### src/rtl/crc8_rx_pkg.sv
// Shared CRC-8 constants (poly x^8+x^6+x^5+x^3+1, init 0xFF), receive FSM states
// and the single-bit division step used by the serial checker.
package crc8_rx_pkg;

  localparam logic [7:0] CRC8_POLY = 8'h69;
  localparam logic [7:0] CRC8_INIT = 8'hFF;

  typedef enum logic [1:0] {
    IDLE,
    PAYLOAD,
    CRC,
    DONE
  } rx_state_t;

  function automatic logic [7:0] crc8_step(input logic [7:0] r, input logic b);
    return {r[6:0], b} ^ (r[7] ? CRC8_POLY : 8'h00);
  endfunction

endpackage

### src/rtl/crc8_div_reg.sv
// CRC-8 division register. load_init with shift seeds INIT and consumes the
// incoming bit in the same cycle, so a frame's first bit is never lost.
module crc8_div_reg
  import crc8_rx_pkg::*;
(
  input  logic       clk,
  input  logic       rst,
  input  logic       load_init,
  input  logic       shift,
  input  logic       rx_bit,
  output logic [7:0] r
);

  always_ff @(posedge clk) begin
    if (rst) begin
      r <= CRC8_INIT;
    end else if (shift) begin
      r <= crc8_step(load_init ? CRC8_INIT : r, rx_bit);
    end
  end

endmodule

### config.mk
export PLATFORM = sky130hd
export DESIGN_NAME = crc8_div_reg
export DESIGN_NICKNAME = d
export VERILOG_FILES = /design/src/rtl/crc8_rx_pkg.sv /design/src/rtl/crc8_div_reg.sv
export SDC_FILE = /design/constraint.sdc
export NUM_CORES = 1
export LEC_CHECK = 0
export BUFFER_PORTS_ARGS = -buffer_cell sky130_fd_sc_hd__buf_2
export CAP_MARGIN = 20
export CORE_AREA = 3 3 40 42
export CTS_BUF_LIST = sky130_fd_sc_hd__clkbuf_4
export DETAILED_ROUTE_END_ITERATION = 10
export DIE_AREA = 0 0 43 45
export GPL_TIMING_DRIVEN = 1
export HOLD_SLACK_MARGIN = 0.12
export PLACE_DENSITY_LB_ADDON = 0.15
export RECOVER_POWER = 100
export SLEW_MARGIN = 20
export SYNTH_ARGS = -nofsm -noshare
export SYNTH_HDL_FRONTEND = slang
export SYNTH_SLANG_ARGS = --single-unit
### constraint.sdc
create_clock -name clk -period 2.52 [get_ports clk]
set_clock_uncertainty 0.05 [all_clocks]
set_input_delay 0.504 -clock clk [delete_from_list [all_inputs] [get_ports clk]]
set_output_delay 0.504 -clock clk [all_outputs]
set_load 0.05 [all_outputs]
* Word-level counts from Yosys, hierarchy flattened *
Index checks and enable logic that the tools add are counted.

operators by class
  mux-type cells = 2
  bitwise operators = 1

operator list
  cell                count
  two-way mux 8 bit   1
  XOR 8 x 7 -> 8 bit  1
  two-way mux 7 bit   1

word-level totals
  flip-flop bits (word level) = 8
  input port bits = 5
  output and inout port bits = 8

* Logic depth before layout (Yosys ltp) *
  depth after elaboration = 3
  depth in mapped cells = 3
  depth with buffers taken out = 2

* Least setup slack after synthesis *
Ideal clock, no wire load.

  path kind = register to register
  start = register r[7]
  end = register r[0]
  arrival time = 1.322 ns
  path slack = 1.026 ns
  cell stages (with the launch flop) = 4
  buffers on the path = 1
  clock period less this slack = 1.494 ns
  path through = dfxtp_1 buf_6 or3_1 a311o_1

between the ends
  longest elaborated chain between the ends = 3

ends and longest elaborated chain
  element                   line                source
  start: declaration        crc8_div_reg.sv:11  output logic [7:0] r
  start signal: assignment  crc8_div_reg.sv:18  r <= crc8_step(load_init ? CRC8_INIT : r, rx_bit);
  two-way mux 8 bit         crc8_div_reg.sv:18
  two-way mux 7 bit         crc8_rx_pkg.sv:16   return {r[6:0], b} ^ (r[7] ? CRC8_POLY : 8'h00);
  XOR 8 x 7 -> 8 bit        crc8_rx_pkg.sv:16

No other way between the ends.
A chain may end at the register's enable or synchronous reset.

* Worst setup path in the final report *
  start = register r[7]
  end = output port r[7]

No word-level cell between the ends.

==> load_flow_metrics.sql <==
INSERT INTO impl_metrics (metric_group, metric, value, unit) VALUES
('status', 'run_status', 'finished, final reports clean', ''),
('pwr', 'p_sw', '83.5', 'uW'),
('drt', 'detail_route.wl_per_cell', '11.6', 'um'),
('grt', 'grt_overflow', '0', ''),
('drt', 'vias_per_cell', '4.63', ''),
('timing', 'slew_headroom', '60.0', '%'),
('floorplan', 'floorplan.die.height', '45', 'um'),
('pwr', 'pwr-share-seq', '48.9', '%'),
('synthesis', 'synth.net_count', '39', ''),
('cells_and_area', 'registers.top_by_ff_count', 'r', ''),
('critical_path', 'setup.worst_path.start_class', 'flip-flop', ''),
('cells_and_area', 'finalNetCount', '54', ''),
('floorplan', 'floorplan.die.width', '43', 'um'),
('timing', 'hold-worst-slack', '0.472', 'ns'),
('timing', 'grt_setup_unrepaired', 'no', ''),
('synthesis', 'synth_area', '345', 'um^2'),
('clock_tree', 'clkSinkCount', '8', ''),
('pwr', 'cell_internal_pwr', '201', 'uW'),
('synthesis', 'postSynthAreaPerCell', '10.2', 'um^2'),
('cells_and_area', 'multi_input_area', '165', 'um^2'),
('pwr', 'clock_power_share', '33.8', '%'),
('clock_tree', 'cts_repair_resize_count', '0', ''),
('cells_and_area', 'syn_to_final_growth', '21.4', '%'),
('critical_path', 'category_of_the_most_critical_setup_path', 'reg2out', ''),
('timing', 'transition_time_at_the_pin_with_the_least_slew_margin', '0.602', 'ns'),
('synthesis', 'yosysWarnings', '0', ''),
('grt', 'grt_first_pass_wirelength', '1240', 'um'),
('drt', 'drt-initial-drc-count', '5', ''),
('pwr', 'power_switching_share', '29.3', '%'),
('clock_tree', 'clkTransAtPathRegs', '0.05', 'ns'),
('drt', 'final_wirelength', '720', 'um'),
('drt', 'drtPass1Iterations', '4', ''),
('clock_tree', 'cts_hold_repair.buffers', '0', ''),
('place', 'numPortBuffers', '12', ''),
('critical_path', 'data_required_time_of_the_worst_path', '1.97', 'ns'),
('cells_and_area', 'biggestRegsByFlops', 'r x8', ''),
('clock_tree', 'tritoncts', 'built', ''),
('timing', 'hold_viol', '0', ''),
('synthesis', 'netlist-cell-type-count', '13', ''),
('cells_and_area', 'number_of_flip_flops_under_the_largest_register_name', '8', ''),
('floorplan', 'die_area', '0.00194', 'mm^2'),
('grt', 'global_route.usage.total', '9.01', '%'),
('clock_tree', 'cts.repair_timing.setup_buffer_count', '0', ''),
('timing', 'setup_violations', '0', ''),
('floorplan', 'core_footprint', '0.00128', 'mm^2'),
('critical_path', 'critPathTopFamily', 'buffers and inverters', ''),
('pwr', 'p_leak', '0.000166', 'uW'),
('pwr', 'power_density', '679', 'mW/mm^2'),
('drt', 'dr_total_vias', '287', ''),
('cells_and_area', 'fin_util', '32.6', '%'),
('synthesis', 'ys_seq_area_share', '46.4', '%'),
('grt', 'number_of_global_route_vias_before_repair', '265', ''),
('timing', 'post-route-min-period', '1.80', 'ns'),
('critical_path', 'critical-path-slowest-cell', 'sky130_fd_sc_hd__clkbuf_1', ''),
('floorplan', 'ios', '13', ''),
('timing', 'max_freq', '0.557', 'GHz'),
('critical_path', 'critPathMaxFanout', '7', ''),
('timing', 'timing.final.max_slew_violations', '0', ''),
('floorplan', 'std_cell_rows', '13', ''),
('clock_tree', 'htree_num_levels', '1', ''),
('cells_and_area', 'regArea', '160', 'um^2'),
('critical_path', 'timing.critical_path.slowest_cell_delay', '0.51', 'ns'),
('worst_hold_path', 'hold_class', 'reg2reg', ''),
('clock_tree', 'ctsRootBufferMaster', 'sky130_fd_sc_hd__clkbuf_4', ''),
('critical_path', 'path_cells', 'clkbuf_1', ''),
('cells_and_area', 'number_of_antenna_cells_inserted', '0', ''),
('pwr', 'vdd_ir_drop_max', '0.289', 'mV'),
('critical_path', 'worstPathBufferInverterCount', '1', ''),
('pwr', 'comb_power_share', '17.3', '%'),
('timing', 'final.setup.tns', '0', 'ns'),
('grt', 'pin_count_of_the_biggest_net_entering_global_routing', '13', '');
## stage by stage
stage | power [uW] | instances | setup slack, ns | area (um^2)
detailed placement | 193 | 59 | 1.04 | 408
finish | 285 | 62 | 0.725 | 419
global placement | 193 | 59 | 1.07 | 408
floorplan | 180 | 34 | 1.03 | 345
global route | 307 | 62 | 0.655 | 419
CTS | 295 | 62 | 0.890 | 430
## per-layer routing
layer	up-vias	part of all wire [%]	global-route usage (%)
met2	10	45	11.4
met5	-	0	0
li1	151	-	-
met1	124	46	11.9
met3	2	8.1	3.59
met4	0	0.56	7.23
## area by class of cell
type	count	share of cell area, %
inverter	1	0.896
timing repair buffer	12	11.6
tap	15	4.48
multi-input combinational	23	39.4
clock buffer	3	5.37
sequential	8	38.2
## cells in the final DEF, fill, tap and decap left out, drive strengths merged
cell	Yosys	routed
dfxtp	8	8
nor3b	4	4
inv	1	1
nor2	4	4
o21bai	4	4
xor2	3	3
o21ai	1	1
or3	1	1
a221o	3	3
buf	2	3
clkbuf	0	12
nor2b	2	2
a311o	1	1
## cells in the mapped netlist
| library cell | n | area [um^2] |
|---|---|---|
| sky130_fd_sc_hd__dfxtp_1 | 8 | 160 |
| sky130_fd_sc_hd__nor2_1 | 4 | 15.0 |
| sky130_fd_sc_hd__nor3b_1 | 4 | 30.0 |
| sky130_fd_sc_hd__o21bai_1 | 4 | 30.0 |
| sky130_fd_sc_hd__a221o_1 | 3 | 30.0 |
| sky130_fd_sc_hd__xor2_1 | 3 | 26.3 |
| sky130_fd_sc_hd__nor2b_1 | 2 | 12.5 |
| sky130_fd_sc_hd__a311o_1 | 1 | 10.0 |
| sky130_fd_sc_hd__buf_2 | 1 | 5.00 |
| sky130_fd_sc_hd__buf_6 | 1 | 11.3 |
| sky130_fd_sc_hd__inv_1 | 1 | 3.75 |
| sky130_fd_sc_hd__o21ai_0 | 1 | 5.00 |
| sky130_fd_sc_hd__or3_1 | 1 | 6.26 |
## worst paths after layout
path | cells past startpoint | slack (ns) | endpoint | from
setup / recovery | 1 | 0.72 | r[7] | r[7]
hold / removal | 2 | 0.47 | r[1] | r[1]
setup reg to reg | 2 | 1.27 | r[0] | r[7]
hold reg to reg | 2 | 0.47 | r[1] | r[1]
## cells by family after synthesis
| family | share of synthesized area, % |
|---|---|
| AOI/OAI and AO/OA | 21.7 |
| xor gates and xnor gates | 7.61 |
| buffers and inverters | 5.79 |
| DFF | 46.4 |
| and+or+nand+nor | 18.5 |
## power groups by stage
stage	clock network (uW)	logic, uW	registers [uW]
6_report	96.3	49.2	139
3_3_place_gp	0	51.1	142
5_1_grt	113	52.7	141
3_5_place_dp	0	51.7	142
4_1_cts	104	51.9	139
2_1_floorplan	0	16.3	163
Power figures use the tool's default switching activity.
